$ cat src/rtl/muldiv_pkg.sv
// Shared definitions for the RV32M multiply/divide unit: ALU-control
// operation codes, FSM state encoding, iteration count and a small
// conditional-negate helper.
package muldiv_pkg;

  localparam int ITER_CNT = 32;

  localparam logic [4:0] ALU_MUL    = 5'b10110;
  localparam logic [4:0] ALU_MULH   = 5'b10111;
  localparam logic [4:0] ALU_MULHSU = 5'b00001;
  localparam logic [4:0] ALU_MULHU  = 5'b00011;
  localparam logic [4:0] ALU_DIV    = 5'b11100;
  localparam logic [4:0] ALU_DIVU   = 5'b01100;
  localparam logic [4:0] ALU_REM    = 5'b00100;
  localparam logic [4:0] ALU_REMU   = 5'b11000;

  typedef enum logic [1:0] {
    IDLE = 2'd0,
    CALC = 2'd1,
    FIX  = 2'd2,
    DONE = 2'd3
  } state_e;

  // Two's-complement negate when n is set, pass-through otherwise.
  function automatic logic [31:0] neg_if(input logic n, input logic [31:0] v);
    return n ? (~v + 32'd1) : v;
  endfunction

endpackage

$ cat src/rtl/muldiv_opdec.sv
// Combinational decode of the 5-bit ALU-control code into the attributes
// the multiply/divide datapath needs. want_hi_rem selects the upper product
// half for multiplies and the remainder for divides.
module muldiv_opdec
  import muldiv_pkg::*;
(
  input  logic [4:0] alusel,
  output logic       valid,
  output logic       is_div,
  output logic       want_hi_rem,
  output logic       a_signed,
  output logic       b_signed
);

  // Table decode; any unlisted code is reported as not valid.
  always_comb begin
    valid       = 1'b1;
    is_div      = 1'b0;
    want_hi_rem = 1'b0;
    a_signed    = 1'b0;
    b_signed    = 1'b0;
    case (alusel)
      // The low product half is sign-independent, so mul runs unsigned.
      ALU_MUL:    ;
      ALU_MULH:   begin want_hi_rem = 1'b1; a_signed = 1'b1; b_signed = 1'b1; end
      ALU_MULHSU: begin want_hi_rem = 1'b1; a_signed = 1'b1; end
      ALU_MULHU:  begin want_hi_rem = 1'b1; end
      ALU_DIV:    begin is_div = 1'b1; a_signed = 1'b1; b_signed = 1'b1; end
      ALU_DIVU:   begin is_div = 1'b1; end
      ALU_REM:    begin is_div = 1'b1; want_hi_rem = 1'b1; a_signed = 1'b1; b_signed = 1'b1; end
      ALU_REMU:   begin is_div = 1'b1; want_hi_rem = 1'b1; end
      default:    valid = 1'b0;
    endcase
  end

endmodule

$ cat src/rtl/muldiv_unit.sv
// Iterative RV32M multiply/divide unit. Operands are reduced to magnitudes
// at accept, 32 shift-add (multiply) or restoring (divide) steps run in
// CALC, FIX applies sign correction or the special-case value and writes
// result, DONE pulses done for one cycle.
// Optional feature macro: MULDIV_EARLY_OUT_EN -- divide-by-zero, signed
// divide overflow and multiply by zero go straight from IDLE to FIX.
//
// Handshake: start is sampled only while idle; an accepted op raises busy
// from the next cycle until FIX, then done pulses and result holds until
// the next operation's FIX. flush or rst return to IDLE without done.
module muldiv_unit
  import muldiv_pkg::*;
#(
  parameter int XLEN = 32
) (
  input  logic            clk,
  input  logic            rst,
  input  logic            start,
  input  logic            flush,
  input  logic [4:0]      alusel,
  input  logic [XLEN-1:0] op_a,
  input  logic [XLEN-1:0] op_b,
  output logic            busy,
  output logic            done,
  output logic [XLEN-1:0] result,
  output logic [1:0]      dbg_state
);

  logic dec_valid, dec_is_div, dec_hi_rem, dec_a_signed, dec_b_signed;

  muldiv_opdec u_opdec (
    .alusel      (alusel),
    .valid       (dec_valid),
    .is_div      (dec_is_div),
    .want_hi_rem (dec_hi_rem),
    .a_signed    (dec_a_signed),
    .b_signed    (dec_b_signed)
  );

  state_e            state_q, state_d;
  logic [4:0]        cnt_q, cnt_d;
  logic              busy_q, busy_d;
  logic              done_q, done_d;
  logic [XLEN-1:0]   result_q, result_d;
  // Multiply: {partial high, multiplier shifting out}.
  // Divide:   {partial remainder, dividend shifting out / quotient in}.
  logic [2*XLEN-1:0] prod_q, prod_d;
  logic [XLEN-1:0]   divisor_q, divisor_d;
  logic              is_div_q, is_div_d;
  logic              hi_rem_q, hi_rem_d;
  logic              neg_q, neg_d;
  logic              rem_neg_q, rem_neg_d;
  logic              spec_q, spec_d;
  logic [XLEN-1:0]   spec_val_q, spec_val_d;

  // Accept-time operand conditioning and special-case detection.
  logic            a_neg, b_neg;
  logic [XLEN-1:0] a_mag, b_mag;
  logic            div_zero, div_ovf, mul_zero, skip_calc;
  logic [XLEN-1:0] spec_val;

  always_comb begin
    a_neg    = dec_a_signed & op_a[XLEN-1];
    b_neg    = dec_b_signed & op_b[XLEN-1];
    a_mag    = neg_if(a_neg, op_a);
    b_mag    = neg_if(b_neg, op_b);
    div_zero = dec_is_div & (op_b == '0);
    div_ovf  = dec_is_div & dec_a_signed & (op_a == 32'h8000_0000) & (op_b == 32'hFFFF_FFFF);
    mul_zero = ~dec_is_div & ((op_a == '0) | (op_b == '0));
    if (div_zero)     spec_val = dec_hi_rem ? op_a : 32'hFFFF_FFFF;
    else if (div_ovf) spec_val = dec_hi_rem ? 32'h0 : 32'h8000_0000;
    else              spec_val = '0;
`ifdef MULDIV_EARLY_OUT_EN
    skip_calc = div_zero | div_ovf | mul_zero;
`else
    skip_calc = 1'b0;
`endif
  end

  // One iteration step of each algorithm, plus the FIX-stage result select.
  logic [XLEN:0]     mul_sum;
  logic [2*XLEN-1:0] mul_next;
  logic [XLEN:0]     div_trial, div_diff;
  logic [2*XLEN-1:0] div_next;
  logic [2*XLEN-1:0] mul_full;
  logic [XLEN-1:0]   mul_res, div_res;

  always_comb begin
    mul_sum   = {1'b0, prod_q[2*XLEN-1:XLEN]} + (prod_q[0] ? {1'b0, divisor_q} : '0);
    mul_next  = {mul_sum, prod_q[XLEN-1:1]};
    div_trial = prod_q[2*XLEN-1:XLEN-1];
    div_diff  = div_trial - {1'b0, divisor_q};
    if (div_trial >= {1'b0, divisor_q})
      div_next = {div_diff[XLEN-1:0], prod_q[XLEN-2:0], 1'b1};
    else
      div_next = {prod_q[2*XLEN-2:0], 1'b0};
    mul_full = neg_q ? (~prod_q + 64'd1) : prod_q;
    mul_res  = hi_rem_q ? mul_full[2*XLEN-1:XLEN] : mul_full[XLEN-1:0];
    div_res  = hi_rem_q ? neg_if(rem_neg_q, prod_q[2*XLEN-1:XLEN])
                        : neg_if(neg_q, prod_q[XLEN-1:0]);
  end

  // Next-state logic for the FSM and datapath; flush has top priority.
  always_comb begin
    state_d    = state_q;
    cnt_d      = cnt_q;
    busy_d     = busy_q;
    done_d     = 1'b0;
    result_d   = result_q;
    prod_d     = prod_q;
    divisor_d  = divisor_q;
    is_div_d   = is_div_q;
    hi_rem_d   = hi_rem_q;
    neg_d      = neg_q;
    rem_neg_d  = rem_neg_q;
    spec_d     = spec_q;
    spec_val_d = spec_val_q;
    if (flush) begin
      state_d = IDLE;
      busy_d  = 1'b0;
      cnt_d   = '0;
    end else begin
      case (state_q)
        IDLE: begin
          if (start && dec_valid) begin
            prod_d     = {{XLEN{1'b0}}, a_mag};
            divisor_d  = b_mag;
            is_div_d   = dec_is_div;
            hi_rem_d   = dec_hi_rem;
            neg_d      = a_neg ^ b_neg;
            rem_neg_d  = a_neg;
            spec_d     = div_zero | div_ovf | mul_zero;
            spec_val_d = spec_val;
            busy_d     = 1'b1;
            cnt_d      = 5'(ITER_CNT - 1);
            state_d    = skip_calc ? FIX : CALC;
          end
        end
        CALC: begin
          prod_d = is_div_q ? div_next : mul_next;
          if (cnt_q == '0) state_d = FIX;
          else             cnt_d   = cnt_q - 5'd1;
        end
        FIX: begin
          result_d = spec_q ? spec_val_q : (is_div_q ? div_res : mul_res);
          busy_d   = 1'b0;
          done_d   = 1'b1;
          state_d  = DONE;
        end
        DONE: state_d = IDLE;
        default: begin
          state_d = IDLE;
          busy_d  = 1'b0;
        end
      endcase
    end
  end

  // All state registers with synchronous active-high reset.
  always_ff @(posedge clk) begin
    if (rst) begin
      state_q    <= IDLE;
      cnt_q      <= '0;
      busy_q     <= 1'b0;
      done_q     <= 1'b0;
      result_q   <= '0;
      prod_q     <= '0;
      divisor_q  <= '0;
      is_div_q   <= 1'b0;
      hi_rem_q   <= 1'b0;
      neg_q      <= 1'b0;
      rem_neg_q  <= 1'b0;
      spec_q     <= 1'b0;
      spec_val_q <= '0;
    end else begin
      state_q    <= state_d;
      cnt_q      <= cnt_d;
      busy_q     <= busy_d;
      done_q     <= done_d;
      result_q   <= result_d;
      prod_q     <= prod_d;
      divisor_q  <= divisor_d;
      is_div_q   <= is_div_d;
      hi_rem_q   <= hi_rem_d;
      neg_q      <= neg_d;
      rem_neg_q  <= rem_neg_d;
      spec_q     <= spec_d;
      spec_val_q <= spec_val_d;
    end
  end

  assign busy      = busy_q;
  assign done      = done_q;
  assign result    = result_q;
  assign dbg_state = state_q;

endmodule

$ cat config.mk
export PLATFORM = sky130hd
export DESIGN_NAME = muldiv_unit
export DESIGN_NICKNAME = d
export VERILOG_FILES = /design/src/rtl/muldiv_pkg.sv /design/src/rtl/muldiv_opdec.sv /design/src/rtl/muldiv_unit.sv
export SDC_FILE = /design/constraint.sdc
export NUM_CORES = 1
export LEC_CHECK = 0
export CORE_AREA = 2 2 172 174
export DETAILED_ROUTE_END_ITERATION = 8
export DIE_AREA = 0 0 174 176
export HOLD_SLACK_MARGIN = 0.12
export PLACE_DENSITY = 0.81
export SYNTH_ARGS = -nofsm -noshare
export SYNTH_HDL_FRONTEND = slang
export SYNTH_SLANG_ARGS = --single-unit
$ cat constraint.sdc
create_clock -name clk -period 9 [get_ports clk]
set_input_delay 1.35 -clock clk [delete_from_list [all_inputs] [get_ports clk]]
set_output_delay 1.35 -clock clk [all_outputs]
set_load 0.01 [all_outputs]
==> metrics.log <==
INFO  metric layout_worst_path_cycle_share = 59.7%
INFO  metric route.vias.total = 16.0k
INFO  metric fin_nets = 2204
INFO  metric startpoint_type = input pin
INFO  metric grt_overflow = 0
INFO  metric wl_per_cell = 20.4 um
INFO  metric dr.pass1.iters = 5
INFO  metric regToRegStartpoint = prod_q[41]
INFO  metric route.detailed.vias_per_inst = 6.54
INFO  metric synth.most_common_cell = nand2_1
INFO  metric first_pass_grt_wire_length = 79000 um
INFO  metric chipWidth = 174 um
INFO  metric syn_inst = 2069
INFO  metric critical_path.top_delay_family = simple AND/OR/NAND/NOR gates
INFO  metric cap_violations = 0
INFO  metric launch_point_of_the_worst_hold_path = result[27]
INFO  metric yosysWarnings = 0
INFO  metric final_area = 16700 um^2
INFO  metric clock_sinks = 174
INFO  metric relative_contribution_of_combinational_cells_to_total_power = 25.1%
INFO  metric global_route.usage.total = 32.0%
INFO  metric power.sequential.fraction = 38.8%
INFO  metric worst-endpoint-arrival = 5.74 ns
INFO  metric relSlewSlack = 24.2%
INFO  metric postSynth.asyncResetShare = 0%
INFO  metric pin_count = 109
INFO  metric critical_path_required_time = 9.37 ns
INFO  metric avgSynthCellArea = 7.27 um^2
INFO  metric setup-violations-final = 0
INFO  metric dr.first_iter.drc_count = 1649
INFO  metric fill_cells = 2731
INFO  metric run_status = finished clean
INFO  metric netlist-cell-type-count = 83
INFO  metric timing.critical_path.mode_cell = or4_4
INFO  metric critPathSlowestCell = or4_4
INFO  metric net_count_after_synthesis = 2218
INFO  metric worst-path-buf-inv = 3
INFO  metric post_route_cells_drive_above_1_share = 4.01%
INFO  metric drt-total-wl = 50000 um
INFO  metric grt_antenna_before_repair = 0
INFO  metric number_of_global_route_vias_before_repair = 14.8k
INFO  metric power.density_cell_area = 124 nW/um^2
INFO  metric hold_violations = 0
INFO  metric sw_frac_of_total = 34.3%
INFO  metric ys_top_cells_by_area = dfxtp_1 (23%), a21oi_1 (6.2%), ha_1 (6.2%), nand2_1 (5.8%), xor2_1 (5.4%)
INFO  metric ff_latch_area = 3490 um^2
INFO  metric crit_start = op_b[0]
INFO  metric power_leakage = 6.00 nW
INFO  metric worst_path_largest_cell_delay = 0.57 ns
INFO  metric grt_max_degree = 98
INFO  metric fp-row-count = 62
INFO  metric die-area = 30600 um^2
INFO  metric yosysTopAreaCellShare = 23.2%
INFO  metric min_period = 5.38 ns
INFO  metric antenna_left = 0
INFO  metric post_dp_cell_area = 16100 um^2
INFO  metric synthFlopType = dfxtp_1
INFO  metric achievable-frequency = 0.186 GHz
INFO  metric clock_latency_at_the_later_pin_of_the_worst_skew_pair = 0.45 ns
INFO  metric power_switching = 0.711 mW
INFO  metric place.detailed.hpwl = 36700 um
INFO  metric critPathKind = input pin to register
INFO  metric synth_enable_flop_cells = 0
INFO  metric skew = 0.0127 ns
INFO  metric end_kind = register
INFO  metric port_buffers = 108
INFO  metric initial_core_utilization = 52.7%
INFO  metric critical_path_peak_fanout = 33
INFO  metric ir_drop = 0.0921 mV
INFO  metric timing_worst_slew_pin_value = 1.13 ns
INFO  metric cts-htree-levels = 4
INFO  metric cts.root.buffer_cell = clkbuf_16
INFO  metric clock_power_share = 36.0%
INFO  metric cts-resized-gates = 0
INFO  metric p_int = 1.36 mW
INFO  metric clock_pin_slew_of_the_registers_on_the_worst_case_setup_and_hold_paths = 0.08 ns
INFO  metric cts-buffers-inserted = 17
INFO  metric unrepaired_setup_endpoints_after_global_routing = false
INFO  metric die_y = 176 um
INFO  metric syn_area = 15000 um^2
INFO  metric place_congestion = 0.964
INFO  metric min_path_type = register to register
INFO  metric yosysTopAreaCell = dfxtp_1
INFO  metric drcViolationCount = 0
INFO  metric post_synth_most_frequent_cells = nand2_1 (232), a21oi_1 (186), nor2_1 (175), dfxtp_1 (174), clkbuf_1 (142)
INFO  metric multi_input_area = 10600 um^2
INFO  metric cts_setup_buffers = 0
INFO  metric diodes = 0
INFO  metric seq_area_frac_synth = 23.2%
INFO  metric clockBufferDepth = 2
INFO  metric core_area = 28500 um^2
INFO  metric finalSetupTns = 0 ns
INFO  metric synth.ff_latch_count = 174
INFO  metric cts_hold_buf = 0
INFO  metric cts_tree = done
INFO  metric final-max-slew-violation-count = 0
INFO  metric worstPathCellList = clkdlybuf4s50_1 > inv_1 > ha_1 > or3b_4 > or4_4 > or4_4 > or4_4 > or3_4 > or3_4 > nor4_4 > buf_4 > o211ai_1 > a21oi_1
INFO  metric area_added_between_synthesis_and_finish = 11.0%
placed cells by master, fill, tap and decap left out, drive strengths merged, types with 73 or more instances in the layout:
cell type      count
nand2            232
a21oi            187
nor2             175
dfxtp            174
o21ai            145
clkdlybuf4s50    107
xor2              93
xnor2             83
inv               78
ha                74
o211ai            73
per-stage QoR:
step / hold slack (ns) / power, mW / util, % / std cells / worst slack, ns
6_report: 0.441 / 2.07 / 58.5 / 2452 / 3.62
5_1_grt: 0.458 / 2.15 / 58.5 / 2452 / 3.45
4_1_cts: 0.444 / 2.07 / 58.5 / 2452 / 3.62
3_5_place_dp: 0.433 / 1.33 / 56.5 / 2420 / 3.16
3_3_place_gp: 0.429 / 1.32 / 56.5 / 2420 / 3.25
2_1_floorplan: 0.427 / 1.16 / - / 2069 / 4.10
power by group through the flow:
stage                     logic, mW  registers (mW)  clock network, mW
after floorplan               0.351           0.813                  0
after global placement        0.500           0.821                  0
after detailed placement      0.507           0.822                  0
after CTS                     0.510           0.804              0.752
after global routing          0.564           0.807              0.780
final                         0.521           0.805              0.747
cells by family (layout without fill, tap and decap cells):
logic type / after synthesis / after routing / share of synthesized area [%]
AND/OR/NAND/NOR: 667 / 667 / 21.1
flip-flops: 174 / 174 / 23.2
buffers and inverters: 238 / 237 / 6.25
AO/OA/AOI/OAI: 696 / 696 / 29.9
adder cells (fa/ha/maj): 76 / 76 / 6.43
XOR/XNOR: 176 / 176 / 10.3
multiplexers: 42 / 42 / 2.85
flip-flops by register name, indices dropped and copies added, names as in the netlist, 2 cells and up:
register,flops
result,32
dbg_state,2
prod_q,64
cnt_q,5
spec_val_q,32
divisor_q,32
final timing paths:
check             depth (start not counted)             to  slack [ns]
setup / recovery                         13  spec_val_q[8]        3.62
hold / removal                            2     result[27]        0.44
setup reg to reg                         10     prod_q[53]        4.46
hold reg to reg                           2     result[27]        0.44
cell type report:
type                            count  share of cell area (%)
Clock inverter                     13                   0.795
Clock buffer                       19                    2.59
Sequential cell                   174                    20.9
Multi-Input combinational cell   1657                    63.7
Tap cell                          384                    2.88
Inverter                           74                    1.66
Timing Repair Buffer              131                    7.50
routing by layer:
metal,wire length (um),GRT usage [%],part of all wire [%],vias to the layer above
met5,0,0,0,-
met3,4570,6.55,9.1,126
met2,22300,51.2,45,799
met4,1680,11.2,3.4,0
li1,-,-,-,7520
met1,21500,42.9,43,7581
tightest hold or removal path: stages, from the launching register on:
cell and delay [ns]:
dfxtp_1 0.32, nand2_1 0.05, nand2_1 0.04
(Power assumes the default switching activity.)
